===== src/rtl/axis_fc_layer_engine.sv =====
// AXI-Stream fully-connected layer engine: loads weights/biases once, then for
// each input vector computes y = sat((relu(W*x + b)) >>> OUT_SHIFT) with one MAC
// per cycle and streams the result vector out with backpressure.
module axis_fc_layer_engine #(
    parameter int IN_SIZE      = 3,
    parameter int OUT_SIZE     = 6,
    parameter int DATA_WIDTH   = 32,
    parameter int WEIGHT_WIDTH = 8,
    parameter int BIAS_WIDTH   = 32,
    parameter int ACC_WIDTH    = 48,
    parameter int OUT_SHIFT    = 0,
    parameter int RELU_EN      = 1
) (
    input  logic        ACLK,
    input  logic        ARESET,
    input  logic [31:0] S_AXIS_TDATA,
    input  logic        S_AXIS_TVALID,
    output logic        S_AXIS_TREADY,
    input  logic        S_AXIS_TLAST,
    input  logic [3:0]  S_AXIS_TKEEP,
    output logic [31:0] M_AXIS_TDATA,
    output logic        M_AXIS_TVALID,
    input  logic        M_AXIS_TREADY,
    output logic        M_AXIS_TLAST,
    output logic [3:0]  M_AXIS_TKEEP,
    input  logic        cfg_reload,
    output logic        frame_err,
    output logic        busy
);

    localparam int NumW    = OUT_SIZE * IN_SIZE;
    localparam int NumLoad = NumW + OUT_SIZE;
    localparam int LdW     = $clog2(NumLoad + 1);
    localparam int InW     = $clog2(IN_SIZE + 1);
    localparam int OutW    = $clog2(OUT_SIZE + 1);
    localparam int WAdrW   = (NumW > 1) ? $clog2(NumW) : 1;
    localparam int XAdrW   = (IN_SIZE > 1) ? $clog2(IN_SIZE) : 1;
    localparam int YAdrW   = (OUT_SIZE > 1) ? $clog2(OUT_SIZE) : 1;

    localparam logic [1:0] StLoad    = 2'd0;
    localparam logic [1:0] StRecv    = 2'd1;
    localparam logic [1:0] StCompute = 2'd2;
    localparam logic [1:0] StSend    = 2'd3;

    localparam logic signed [ACC_WIDTH-1:0] SatMax =
        {{(ACC_WIDTH - DATA_WIDTH + 1){1'b0}}, {(DATA_WIDTH - 1){1'b1}}};
    localparam logic signed [ACC_WIDTH-1:0] SatMin = ~SatMax;

    // Parameter storage and vectors; contents are don't-care after reset.
    logic signed [WEIGHT_WIDTH-1:0] w_mem [NumW];
    logic signed [BIAS_WIDTH-1:0]   b_mem [OUT_SIZE];
    logic signed [DATA_WIDTH-1:0]   x_mem [IN_SIZE];
    logic signed [DATA_WIDTH-1:0]   y_mem [OUT_SIZE];

    logic [1:0]                  state_q, state_d;
    logic [LdW-1:0]              load_cnt_q;
    logic [InW-1:0]              in_cnt_q;
    logic                        x_full_q;      // full vector held, one cycle before COMPUTE
    logic [InW-1:0]              mac_i_q;
    logic [OutW-1:0]             mac_o_q;
    logic [OutW-1:0]             out_k_q;
    logic signed [ACC_WIDTH-1:0] acc_q;
    logic                        frame_err_q, frame_err_d;
    logic                        reload_pend_q, reload_pend_d;
    logic                        reload_take;

    logic s_hs, m_hs;
    logic load_last, in_last, mac_last_i, mac_last_o, send_last, load_is_w, frame_word_last;

    logic [WAdrW-1:0]            w_idx;
    logic signed [DATA_WIDTH-1:0]   x_sel;
    logic signed [WEIGHT_WIDTH-1:0] w_sel;
    logic signed [BIAS_WIDTH-1:0]   b_sel;
    logic signed [DATA_WIDTH-1:0]   y_sel;
    logic signed [ACC_WIDTH-1:0] acc_base, acc_sum, relu_val, shifted, sat;
    logic                        unused_bits;

    assign s_hs       = S_AXIS_TVALID && S_AXIS_TREADY;
    assign m_hs       = M_AXIS_TVALID && M_AXIS_TREADY;
    assign load_last  = (load_cnt_q == LdW'(NumLoad - 1));
    assign load_is_w  = (load_cnt_q < LdW'(NumW));
    assign in_last    = (in_cnt_q == InW'(IN_SIZE - 1));
    assign mac_last_i = (mac_i_q == InW'(IN_SIZE - 1));
    assign mac_last_o = (mac_o_q == OutW'(OUT_SIZE - 1));
    assign send_last  = (out_k_q == OutW'(OUT_SIZE - 1));
    assign frame_word_last = (state_q == StLoad) ? load_last : in_last;

    // Ready is held low during reset so every output reads 0 while ARESET is high.
    assign S_AXIS_TREADY = !ARESET && ((state_q == StLoad) || (state_q == StRecv && !x_full_q));
    assign M_AXIS_TVALID = (state_q == StSend);
    assign y_sel         = y_mem[YAdrW'(out_k_q)];
    assign M_AXIS_TDATA  = M_AXIS_TVALID ? 32'(y_sel) : 32'd0;
    assign M_AXIS_TLAST  = M_AXIS_TVALID && send_last;
    assign M_AXIS_TKEEP  = 4'hF;
    assign busy          = (state_q == StCompute) || (state_q == StSend);
    assign frame_err     = frame_err_q;
    assign unused_bits   = ^{S_AXIS_TKEEP, S_AXIS_TDATA, sat};

    // MAC datapath with ReLU, arithmetic shift and saturation of the running sum.
    always_comb begin
        w_idx    = WAdrW'(int'(mac_o_q) * IN_SIZE + int'(mac_i_q));
        x_sel    = x_mem[XAdrW'(mac_i_q)];
        w_sel    = w_mem[w_idx];
        b_sel    = b_mem[YAdrW'(mac_o_q)];
        acc_base = (mac_i_q == '0) ? ACC_WIDTH'(b_sel) : acc_q;
        acc_sum  = acc_base + ACC_WIDTH'(x_sel) * ACC_WIDTH'(w_sel);
        relu_val = (RELU_EN != 0 && acc_sum[ACC_WIDTH-1]) ? '0 : acc_sum;
        shifted  = relu_val >>> OUT_SHIFT;
        if (shifted > SatMax) begin
            sat = SatMax;
        end else if (shifted < SatMin) begin
            sat = SatMin;
        end else begin
            sat = shifted;
        end
    end

    // Next-state, reload arbitration and sticky framing error.
    always_comb begin
        state_d     = state_q;
        reload_take = 1'b0;
        case (state_q)
            StLoad: begin
                if (s_hs && load_last) begin
                    if (reload_pend_q || cfg_reload) begin
                        reload_take = 1'b1;
                    end else begin
                        state_d = StRecv;
                    end
                end
            end
            StRecv: begin
                // A reload aborts any partially received vector.
                if (cfg_reload && !x_full_q) begin
                    state_d     = StLoad;
                    reload_take = 1'b1;
                end else if (x_full_q) begin
                    state_d = StCompute;
                end
            end
            StCompute: begin
                if (mac_last_i && mac_last_o) state_d = StSend;
            end
            StSend: begin
                if (m_hs && send_last) begin
                    if (reload_pend_q || cfg_reload) begin
                        state_d     = StLoad;
                        reload_take = 1'b1;
                    end else begin
                        state_d = StRecv;
                    end
                end
            end
            default: state_d = StLoad;
        endcase

        reload_pend_d = reload_take ? 1'b0 : (reload_pend_q || cfg_reload);

        frame_err_d = frame_err_q;
        if (state_q == StRecv && cfg_reload && in_cnt_q == '0 && !x_full_q) begin
            frame_err_d = 1'b0;
        end else if (s_hs && !(state_q == StRecv && cfg_reload)
                     && (S_AXIS_TLAST != frame_word_last)) begin
            frame_err_d = 1'b1;
        end
    end

    // Control state and counters.
    always_ff @(posedge ACLK or posedge ARESET) begin
        if (ARESET) begin
            state_q       <= StLoad;
            load_cnt_q    <= '0;
            in_cnt_q      <= '0;
            x_full_q      <= 1'b0;
            mac_i_q       <= '0;
            mac_o_q       <= '0;
            out_k_q       <= '0;
            acc_q         <= '0;
            frame_err_q   <= 1'b0;
            reload_pend_q <= 1'b0;
        end else begin
            state_q       <= state_d;
            frame_err_q   <= frame_err_d;
            reload_pend_q <= reload_pend_d;
            case (state_q)
                StLoad: begin
                    if (s_hs) load_cnt_q <= load_last ? '0 : load_cnt_q + LdW'(1);
                end
                StRecv: begin
                    if (cfg_reload && !x_full_q) begin
                        in_cnt_q <= '0;
                    end else if (x_full_q) begin
                        x_full_q <= 1'b0;
                    end else if (s_hs) begin
                        if (in_last) begin
                            in_cnt_q <= '0;
                            x_full_q <= 1'b1;
                        end else begin
                            in_cnt_q <= in_cnt_q + InW'(1);
                        end
                    end
                end
                StCompute: begin
                    acc_q <= acc_sum;
                    if (mac_last_i) begin
                        mac_i_q <= '0;
                        mac_o_q <= mac_last_o ? '0 : mac_o_q + OutW'(1);
                    end else begin
                        mac_i_q <= mac_i_q + InW'(1);
                    end
                end
                StSend: begin
                    if (m_hs) out_k_q <= send_last ? '0 : out_k_q + OutW'(1);
                end
                default: ;
            endcase
        end
    end

    // Storage writes: parameters in LOAD, inputs in RECV, results on each neuron's last MAC.
    always_ff @(posedge ACLK) begin
        if (state_q == StLoad && s_hs) begin
            if (load_is_w) begin
                w_mem[WAdrW'(load_cnt_q)] <= S_AXIS_TDATA[WEIGHT_WIDTH-1:0];
            end else begin
                b_mem[YAdrW'(load_cnt_q - LdW'(NumW))] <= S_AXIS_TDATA[BIAS_WIDTH-1:0];
            end
        end
        if (state_q == StRecv && s_hs && !x_full_q) begin
            x_mem[XAdrW'(in_cnt_q)] <= S_AXIS_TDATA[DATA_WIDTH-1:0];
        end
        if (state_q == StCompute && mac_last_i) begin
            y_mem[YAdrW'(mac_o_q)] <= sat[DATA_WIDTH-1:0];
        end
    end

endmodule


===== config.mk =====
export PLATFORM = sky130hd
export DESIGN_NAME = axis_fc_layer_engine
export DESIGN_NICKNAME = d
export VERILOG_FILES = /design/src/rtl/axis_fc_layer_engine.sv
export SDC_FILE = /design/constraint.sdc
export NUM_CORES = 2
export LEC_CHECK = 0
export CORE_MARGIN = 5
export CORE_UTILIZATION = 60
export CTS_BUF_LIST = sky130_fd_sc_hd__clkbuf_16
export DETAILED_ROUTE_END_ITERATION = 8
export GPL_TIMING_DRIVEN = 0
export HOLD_SLACK_MARGIN = 0.08
export MAX_ROUTING_LAYER = met4
export PLACE_DENSITY = 0.77
export SLEW_MARGIN = 10
export SYNTH_ARGS = -nofsm -noshare
export SYNTH_HDL_FRONTEND = slang
export SYNTH_SLANG_ARGS = --single-unit

===== constraint.sdc =====
create_clock -name ACLK -period 26.8 [get_ports ACLK]
set_input_delay 5.36 -clock ACLK [delete_from_list [all_inputs] [get_ports ACLK]]
set_output_delay 5.36 -clock ACLK [all_outputs]
set_load 0.02 [all_outputs]

# Yosys cells after proc, flatten, opt, wreduce, memory -nomap -nowiden
# Memories as Yosys holds them, arrays and structs flattened.
# Index checks and enable logic that the tools add are counted.
# W data, S select, Z words.
# word_totals
reg_bits	68
mem_bits_rw	624
input_bits	42
out_inout_bits	41
elab_cells	121
mem_count	4
# op_classes
addsub	8
mul	2
magnitude_cmp	3
eq_ne	15
mux	43
bitwise	1
reduce_logical	35
# mem_list
memory	depth	word_bits	read_ports	rd_clocked_by_memory_dff	write_ports	line	rtl
b_mem	6	32	1	0	1	51	logic signed [BIAS_WIDTH-1:0] b_mem [OUT_SIZE];
y_mem	6	32	1	0	1	53	logic signed [DATA_WIDTH-1:0] y_mem [OUT_SIZE];
w_mem	18	8	1	0	1	50	logic signed [WEIGHT_WIDTH-1:0] w_mem [NumW];
x_mem	3	32	1	0	1	52	logic signed [DATA_WIDTH-1:0] x_mem [IN_SIZE];
# ops
operator	count
$mux W32	3
$add A48 B40 Y48	1
$lt A48 B32 Y1 const B	1
$mux W48	1
$gt A47 B31 Y1 const B	1
$mux W47	1
$mul A32 B8 Y40	1
$mux W1	22
$mux W2	11
$logic_and A1 B1 Y1	18
$eq A2 B2 Y1 const B	4
$pmux W2 S4	1
$reduce_and A2 Y1	4
$add A3 B1 Y3 const B	2
$eq A3 B3 Y1 const B	2
$logic_not A2 Y1	3
$mux W3	2
$ne A2 B2 Y1 const B	3
$add A5 B1 Y5 const B	1
$add A5 B2 Y5	1
$eq A5 B5 Y1 const B	1
$lt A5 B5 Y1 const B	1
$mul A3 B2 Y5 const B	1
$mux W5	1
other kinds (13)	20

# Longest topological paths before layout
# depth
word_depth	9
ltp_mapped	36

# Worst setup path after synthesis
# OpenSTA, ideal clock, no wires.
# synth_path
path_type	input-to-output
start	in ARESET
end	out S_AXIS_TREADY
t_arrival_ps	5769
t_required_ps	21440
slack_ps	15671
cell_stages	1
path_cell_list	a21oi_1
# synth_via
elab_chain_cells	2
# synth_rtl
element	line	rtl
start: declaration	15	input logic ARESET,
$logic_not A1 Y1 (no source line)	-	
$logic_and A1 B1 Y1	89	assign S_AXIS_TREADY = !ARESET && ((state_q == StLoad) || (state_q == StRecv && !x_full_q));
end: declaration	18	output logic S_AXIS_TREADY,
# No other way between the ends.

# Worst setup path after layout
# layout_path
start	reg mac_o_q[0]
end	mem y_mem[3][27] (data pin)
# layout_via
elab_chain_cells	9
elab_cells_between_ends	12
classes_between	add/sub (2); mul (2); order compare (2); mux (4); memory (2)
# layout_rtl
element	line	rtl
start: declaration	60	logic [OutW-1:0] mac_o_q;
start signal: assignment	207	mac_o_q <= mac_last_o ? '0 : mac_o_q + OutW'(1);
$mul A3 B2 Y5	101	w_idx = WAdrW'(int'(mac_o_q) * IN_SIZE + int'(mac_i_q));
$add A5 B2 Y5	101	
$mem_v2 Z18 W8	-	
$mul A32 B8 Y40	106	acc_sum = acc_base + ACC_WIDTH'(x_sel) * ACC_WIDTH'(w_sel);
$add A48 B40 Y48 *	106	
$mux W47 *	107	relu_val = (RELU_EN != 0 && acc_sum[ACC_WIDTH-1]) ? '0 : acc_sum;
$lt A48 B32 Y1	111	end else if (shifted < SatMin) begin
$mux W32	111	
$mux W32 *	109	if (shifted > SatMax) begin
named net sat[27]	75	logic signed [ACC_WIDTH-1:0] acc_base, acc_sum, relu_val, shifted, sat;
end: declaration	53	
# Mark *: on every way through the listed nets, which the timed path passes. The rest lies on a longest branch.

==> qor.csv <==
stage,metric,value,unit
die,die_area,69500,µm²
clock_network,htreeDepth,3,
yosys,seq_area_frac_synth,52.9,%
routing,drt_wl_total,100000,µm
critical_path,crit_top_cell,fa_1,
die,die_w,264,µm
hold_path,worst_hold_path.num_cells,1,
global_route,grt_pass1_wl,152000,µm
hold_path,worst_hold_path_type,reg2reg,
clock_network,cts_tree,done,
die,io_pins,83,
timing,drv_slew,0,
routing,drcViolationCount,0,
routing,ant_nets,0,
placed_design,place_congestion,0.973,
critical_path,worstSetupPathType,reg2reg,
clock_network,post_cts_buffers,0,
die,die_h,264,µm
routing,drtIter0Drc,2314,
global_route,globalRouteTotalUtil,29.6,%
global_route,grt.overflow.total,0,
final_layout,syn_to_final_growth,11.8,%
yosys,ys_seq_elements,692,
critical_path,worstPathArrival,13.68,ns
timing,hold_violations,0,
clock_network,clk_pin_slew,0.06,ns
yosys,async_flop_share,9.83,%
placed_design,numPortBuffers,74,
timing,period_share,50.1,%
yosys,syn_area,38600,µm²
critical_path,worstSetupStartpointType,flop,
routing,routedWlPerCell,26.1,µm
clock_network,cts_root_buf,clkbuf_16,
global_route,antenna_found_initial,4,
yosys,synth_top_area_cell,edfxtp_1,
clock_network,holdBufCountCts,0,
clock_network,clk_latency,0.62,ns
clock_network,cts_resized,0,
yosys,synth_area_leaders,"edfxtp_1 (49%), fa_1 (14%), mux4_2 (6.1%)",
timing,maxSlewHeadroom,14.6,%
die,start_util,60.2,%
timing,setup_tns,0,ns
global_route,grt_max_degree,57,
yosys,synth_cells,2746,
run,cap_violations,0,
yosys,netlist.area_leader.share,48.5,%
yosys,yosys.cell_types.count,87,
die,num_rows,93,
timing,max_clock_freq,0.0745,GHz
placed_design,hpwl,75300,µm
routing,num_vias,23816,
critical_path,reg2reg_depth,31,
yosys,synthFlopType,edfxtp_1,
clock_network,clockBufferDepth,3,
critical_path,cpPeakStageDelay,0.78,ns
routing,first_pass_iters,6,
clock_network,cts_inserted_buffers,70,
timing,fin_worst_skew,0.0255,ns
yosys,ys.warnings.count,0,
final_layout,mostFrequentLayoutCells,"edfxtp_1 (624), nor2_1 (294), fa_1 (274)",
yosys,avgSynthCellArea,14.1,µm²
timing,worst_pin_slew,1.27,ns
timing,finalCriticalPeriod,13.43,ns
die,core,64100,µm²
yosys,synth-edff-count,624,
routing,viasPerCell,6.21,
timing,rsz0062_at_grt,false,
final_layout,mostFrequentLayoutCell,edfxtp_1,
critical_path,path_max_fanout,10,
run_status,status,"complete, no violations",
final_layout,drive_above_1_share,12.8,%
global_route,grt_pass1_vias,24621,
critical_path,worstSetupEndpointType,flop,
timing,hold_slack,0.512,ns
timing,setup-violations-final,0,
final_layout,final_nets,3362,
clock_network,cts.sinks,692,
critical_path,crit_required,27.05,ns
critical_path,slowest_stage,a21oi_1,
==> cell type report <==
cell class                      instances  area [µm²]
Buffer                                144         708
Timing Repair Buffer                  100        1110
Tap cell                              855        1070
Antenna cell                            1        2.50
Inverter                              199         749
Clock buffer                           70        1750
Clock inverter                         57         478
Multi-Input combinational cell       1719       16800
Fill cell                            4346       21000
Sequential cell                       692       20400
==> stage by stage <==
stage                     cells  utilization [%]  cell area (µm²)  setup slack, ns
final                      3837             67.3            43200            13.37
after global routing       3837             67.3            43200            13.03
after CTS                  3836             67.3            43100            13.22
after detailed placement   3709             63.8            40900            13.32
after global placement     3683             63.1            40400            13.41
after floorplan            2754                -            38600            15.67
==> layer usage <==
metal / track usage [%] / wire length (µm) / vias to the layer above
met4: 8.49 / 3050 / 0
met3: 4.95 / 7920 / 187
met5: - / 0 / -
met1: 39.3 / 39600 / 12290
met2: 48.3 / 49500 / 1075
li1: - / - / 10264
==> worst paths after layout <==
kind                                 start            to  slack [ns]
worst max-delay path            mac_o_q[0]  y_mem[3][27]       13.37
worst min-delay path              acc_q[3]      acc_q[3]        0.51
worst max register to register  mac_o_q[0]  y_mem[3][27]       13.37
worst min register to register    acc_q[3]      acc_q[3]        0.51
max in group asynchronous           ARESET     acc_q[14]       21.12
min in group asynchronous           ARESET     frame_err        5.06
==> registers in the layout, indices dropped and copies added (netlist names), named ones only <==
signal	count
frame_err	1
acc_q	48
reload_pend_q	1
y_mem	192
out_k_q	3
in_cnt_q	2
b_mem	192
w_mem	144
load_cnt_q	5
x_full_q	1
state_q	1
x_mem	96
mac_i_q	2
mac_o_q	3
==> cells in the mapped netlist (11+ instances only) <==
| library cell | count |
|---|---|
| fa_1 | 274 |
| buf_6 | 12 |
| mux4_2 | 104 |
| nand2_1 | 186 |
| mux2_2 | 17 |
| dfrtp_1 | 68 |
| xnor2_1 | 25 |
| a21oi_1 | 109 |
| buf_1 | 23 |
| inv_1 | 198 |
| edfxtp_1 | 624 |
| buf_2 | 27 |
| a21o_1 | 18 |
| ha_1 | 120 |
| nor3_1 | 14 |
| nand2b_1 | 17 |
| and3_1 | 16 |
| nand4_1 | 11 |
| clkbuf_1 | 72 |
| xor2_1 | 25 |
| nand3_1 | 16 |
| mux2i_1 | 107 |
| o21ai_0 | 104 |
| a41oi_2 | 30 |
| o21a_1 | 37 |
| nor2_1 | 300 |
| a211oi_1 | 66 |
==> logic make-up (layout without fill, tap and decap cells) <==
logic type	after synthesis	in the layout	synth area share [%]
AOI/OAI and AO/OA	438	438	8.00
xor gates and xnor gates	51	51	1.18
adders and majority gates	394	394	18.1
buffers and inverters	343	570	3.77
DFF	692	692	52.9
muxes	228	228	9.34
other	2	11	0.0195
and+or+nand+nor	598	598	6.65
==> worst max-delay path, delay by kind of cell (launching register included) <==
kind,cells,cell delay [ns]
AND/OR/NAND/NOR,2,0.89
flip-flops,1,0.41
multiplexers,2,0.97
AO/OA/AOI/OAI,8,2.99
adder cells (fa/ha/maj),8,3.68
XOR/XNOR,1,0.22
buffers and inverters,10,3.88
Power is not shown: default switching activity piles up to over one toggle a cycle in this logic, so the estimate is an artifact.
